==> src/rtl/pc_sequencer.sv <==
// Instruction sequencer: fetches a word at PC, decodes it, then resolves a
// conditional branch, hands the word to the execute datapath, or halts.
module pc_sequencer #(
   parameter logic [15:0] RESET_PC = 16'h0000
) (
   input  logic        Clk,
   input  logic        Reset,
   input  logic        Run,
   output logic        mem_rd,
   output logic [15:0] mem_addr,
   input  logic        mem_ready,
   input  logic [15:0] mem_rdata,
   input  logic [2:0]  cc_nzp,
   output logic        exec_valid,
   input  logic        exec_ready,
   output logic [15:0] PC,
   output logic [15:0] IR,
   output logic        branch_taken,
   output logic [15:0] instret,
   output logic        halted
);

   typedef enum logic [2:0] {
      IDLE   = 3'd0,
      FETCH  = 3'd1,
      DECODE = 3'd2,
      BRANCH = 3'd3,
      EXEC   = 3'd4,
      HALT   = 3'd5
   } state_e;

   state_e      state_q, state_d;
   logic [15:0] pc_q, pc_d;
   logic [15:0] ir_q, ir_d;
   logic [15:0] instret_q, instret_d;
   logic        branch_hit;

   function automatic logic [15:0] sext16(input logic [7:0] off);
      return {{8{off[7]}}, off};
   endfunction

   // IR[11] is deliberately left out of the condition mask.
   assign branch_hit = |(ir_q[10:8] & cc_nzp);

   // State and datapath registers; Reset overrides everything.
   always_ff @(posedge Clk) begin
      if (Reset) begin
         state_q   <= IDLE;
         pc_q      <= RESET_PC;
         ir_q      <= 16'h0000;
         instret_q <= 16'h0000;
      end else begin
         state_q   <= state_d;
         pc_q      <= pc_d;
         ir_q      <= ir_d;
         instret_q <= instret_d;
      end
   end

   // Next-state selection.
   always_comb begin
      state_d = state_q;
      case (state_q)
         IDLE: begin
            if (Run) state_d = FETCH;
            else     state_d = IDLE;
         end
         FETCH: begin
            if (mem_ready) state_d = DECODE;
            else           state_d = FETCH;
         end
         DECODE: begin
            if (ir_q[15:12] == 4'b0000)      state_d = BRANCH;
            else if (ir_q[15:12] == 4'b1111) state_d = HALT;
            else                             state_d = EXEC;
         end
         BRANCH: begin
            if (Run) state_d = FETCH;
            else     state_d = IDLE;
         end
         EXEC: begin
            if (!exec_ready) state_d = EXEC;
            else if (Run)    state_d = FETCH;
            else             state_d = IDLE;
         end
         HALT: begin
            if (Run) state_d = HALT;
            else     state_d = IDLE;
         end
         default: state_d = IDLE;
      endcase
   end

   // PC, IR and retire counter updates.
   always_comb begin
      pc_d      = pc_q;
      ir_d      = ir_q;
      instret_d = instret_q;
      case (state_q)
         FETCH: begin
            if (mem_ready) begin
               ir_d = mem_rdata;
               pc_d = pc_q + 16'd1;
            end else begin
               ir_d = ir_q;
               pc_d = pc_q;
            end
         end
         BRANCH: begin
            if (branch_hit) pc_d = pc_q + sext16(ir_q[7:0]);
            else            pc_d = pc_q;
            instret_d = instret_q + 16'd1;
         end
         EXEC: begin
            if (exec_ready) instret_d = instret_q + 16'd1;
            else            instret_d = instret_q;
         end
         default: begin
            pc_d      = pc_q;
            ir_d      = ir_q;
            instret_d = instret_q;
         end
      endcase
   end

   // Handshake outputs, forced low while Reset is asserted.
   always_comb begin
      mem_rd       = 1'b0;
      exec_valid   = 1'b0;
      branch_taken = 1'b0;
      halted       = 1'b0;
      if (!Reset) begin
         case (state_q)
            FETCH:   mem_rd       = 1'b1;
            BRANCH:  branch_taken = branch_hit;
            EXEC:    exec_valid   = 1'b1;
            HALT:    halted       = 1'b1;
            default: mem_rd       = 1'b0;
         endcase
      end else begin
         mem_rd = 1'b0;
      end
   end

   assign mem_addr = pc_q;
   assign PC       = pc_q;
   assign IR       = ir_q;
   assign instret  = instret_q;

endmodule

==> config.mk <==
export PLATFORM = sky130hd
export DESIGN_NAME = pc_sequencer
export DESIGN_NICKNAME = d
export VERILOG_FILES = /design/src/rtl/pc_sequencer.sv
export SDC_FILE = /design/constraint.sdc
export NUM_CORES = 1
export LEC_CHECK = 0
export ABC_AREA = 0
export BUFFER_PORTS_ARGS = -buffer_cell sky130_fd_sc_hd__buf_2
export CAP_MARGIN = 30
export CORE_ASPECT_RATIO = 1.25
export CORE_MARGIN = 2
export CORE_UTILIZATION = 50
export CTS_BUF_LIST = sky130_fd_sc_hd__clkbuf_8
export CTS_CLUSTER_DIAMETER = 60
export DETAILED_ROUTE_END_ITERATION = 16
export PLACE_DENSITY = 0.81
export REMOVE_ABC_BUFFERS = 1
export SLEW_MARGIN = 20
export SYNTH_ARGS = -nofsm -noshare
export SYNTH_HDL_FRONTEND = slang
export SYNTH_SLANG_ARGS = --single-unit
==> constraint.sdc <==
create_clock -name Clk -period 5.2 [get_ports Clk]
set_input_delay 0.26 -clock Clk [delete_from_list [all_inputs] [get_ports Clk]]
set_output_delay 0.26 -clock Clk [all_outputs]
set_load 0.02 [all_outputs]
==> qor.csv <==
stage,metric,value,unit
critical_path,cp_slowest_cell,dfxtp_1,
yosys,synth_edf_count,0,
finish,antenna_cells,0,
global_routing,grt_overflow,0,
place,place_congestion,0.871,
clock_network,cts_max_level,2,
place,portBuffers,91,
yosys,syn-instance-count,352,
hold_path,min_path_type,in2reg,
timing,setup_tns,0,ps
timing,fin_crit,3480,ps
die,fp.dieArea,6290,sq um
power,peakVddDrop,0.162,mV
finish,layout-drive-gt1-share,0.263,
timing,clock_skew,5.47,ps
critical_path,worstSetupPathType,reg2reg,
timing,timing.fmax,0.287,GHz
timing,hold_viol,0,
finish,fin_nets,451,
die,num_io_pins,92,
global_routing,grt_pass1_wl,10700,um
yosys,synthFlopType,dfxtp_1,
finish,syn_to_final_growth,17.6,%
critical_path,crit_path_start_kind,flip-flop,
timing,drv_slew,0,
die,die_w,71.4,um
finish,multi_input_area,1600,sq um
timing,holdWs,189,ps
routing,dr.pass1.iters,4,
clock_network,cts_sinks,51,
die,die_y,88.2,um
timing,grt_setup_unrepaired,no,
clock_network,cts_tree,yes,
clock_network,numCtsBuffers,5,
routing,vias,2671,
clock_network,cts-resized-gates,0,
yosys,avgSynthCellArea,8.05,sq um
clock_network,clock_path_buffers,2,
critical_path,cp-end-kind,flip-flop,
global_routing,grt_usage,0.211,
die,start_util,0.521,
routing,drc,0,
power,p_per_area,247,nW/um^2
yosys,ys_ff_latch,51,
place,dp_hpwl,4740,um
yosys,synth_cell_types,48,
critical_path,required,5400,ps
job,max_cap_viol_count,0,
power,total_power,824,uW
global_routing,antenna_found_initial,0,
clock_network,post_cts.repair.setup_buffers,0,
global_routing,grt_max_degree,41,
timing,max_slew_margin,0.575,
critical_path,path_cells,and3b_1 -> nand2b_1 -> ha_1 -> fa_1 -> a211oi_1 -> o21ai_0 -> o2111ai_1 -> a21o_1 -> mux2i_1 -> mux2_2,
finish,fillers,507,
yosys,ys_warn_count,0,
critical_path,critical_path.max_stage_delay,670,ps
finish,fin_area,3330,sq um
die,rows,30,
timing,setup_viol_count_final,0,
routing,via_per_inst,5.53,
die,coreArea,5440,sq um
critical_path,worstPathMaxFanout,18,
status,outcome,finished clean,
critical_path,arrival,3680,ps
yosys,synthArstFlopShare,0,
critical_path,r2r_cells,10,
finish,seq_area,1020,sq um
clock_network,cts_hold_buf,0,
routing,drtIter0Drc,155,
clock_network,insertion_delay,300,ps
clock_network,root_buffer,clkbuf_8,
yosys,synth_area,2840,sq um
hold_path,worstHoldPathCells,3,
finish,utilization,0.613,
yosys,seq_area_frac_synth,0.360,
global_routing,grt_pass1_vias,2385,
timing,worst_pin_slew,636,ps
routing,wl,6620,um
routing,antenna_left,0,
timing,fin_crit_sh,0.669,
place,place_area,3190,sq um
clock_network,clk_pin_slew_worst_paths,90,ps
routing,wl_per_cell,13.7,um
power,leakage,1.53,nW
## cell families after synthesis
| group | count (synthesis) | synth area share |
|---|---|---|
| compound gates | 80 | 0.167 |
| xor+xnor | 17 | 0.0525 |
| fa+ha+maj | 9 | 0.0424 |
| buf+inv | 39 | 0.0772 |
| flops | 51 | 0.360 |
| mux | 10 | 0.0375 |
| simple gates | 146 | 0.263 |
## cells in the mapped netlist (all sizes together), types with 8 or more instances
cell type | n | area (sq um)
nand2 | 53 | 199
o21ai | 21 | 105
xnor2 | 9 | 78.8
a21oi | 35 | 175
ha | 8 | 100
nor3 | 10 | 50.1
clkbuf | 15 | 56.3
or3 | 12 | 75.1
nor2 | 29 | 109
dfxtp | 51 | 1020
buf | 20 | 148
xor2 | 8 | 70.1
## final timing paths
check	startpoint	to	slack, ps
max	state_q[0]	PC[14]	1720
min	mem_rdata[2]	IR[2]	190
max reg2reg	state_q[0]	PC[14]	1720
min reg2reg	IR[11]	IR[11]	470
## routing by layer
metal | vias up | routed length (um) | track usage
li1 | 1352 | - | -
met1 | 1241 | 2800 | 0.249
met2 | 74 | 3350 | 0.380
met3 | 4 | 432 | 0.0449
met4 | 0 | 46 | 0.0635
met5 | - | 0 | 0
## metrics by stage
stage,std cells,setup WS [ps]
global placement,473,1880
floorplan,317,2160
CTS,482,1740
finish,483,1720
global route,483,1540
detailed placement,474,1780
## flip-flops by register name, indices dropped and copies added (netlist names)
| register | flops |
|---|---|
| IR | 16 |
| PC | 16 |
| instret | 16 |
| state_q | 3 |
## power breakdown
part,switching (mW),total [mW],internal (mW)
sequential,0.0139,0.414,0.400
combinational,0.0549,0.0873,0.0324
clock,0.132,0.322,0.190
total,0.201,0.824,0.623
## worst max-delay path, delay by kind of cell (launching register included)
| family | cells | cell delay, ps |
|---|---|---|
| muxes | 2 | 560 |
| adders and majority gates | 2 | 660 |
| DFF | 1 | 670 |
| and+or+nand+nor | 2 | 600 |
| AOI/OAI and AO/OA | 4 | 880 |
## cell usage in the layout (no fill, tap or decap), types with 8 or more instances in the layout
cell type and count:
a21oi_1 35, buf_2 91, dfxtp_1 51, ha_1 8
nand2_1 53, nor2_1 29, nor3_1 10, o21ai_0 21
or3_1 12, xnor2_1 9, xor2_1 8
## final cells by class
type,count,share of cell area
Clock buffer,5,0.0206
Inverter,4,0.00450
Sequential cell,51,0.306
Tap cell,64,0.0240
Clock inverter,3,0.0191
Timing Repair Buffer,94,0.147
Multi-Input combinational cell,262,0.478
No activity file was read; power rests on OpenSTA's default activity.
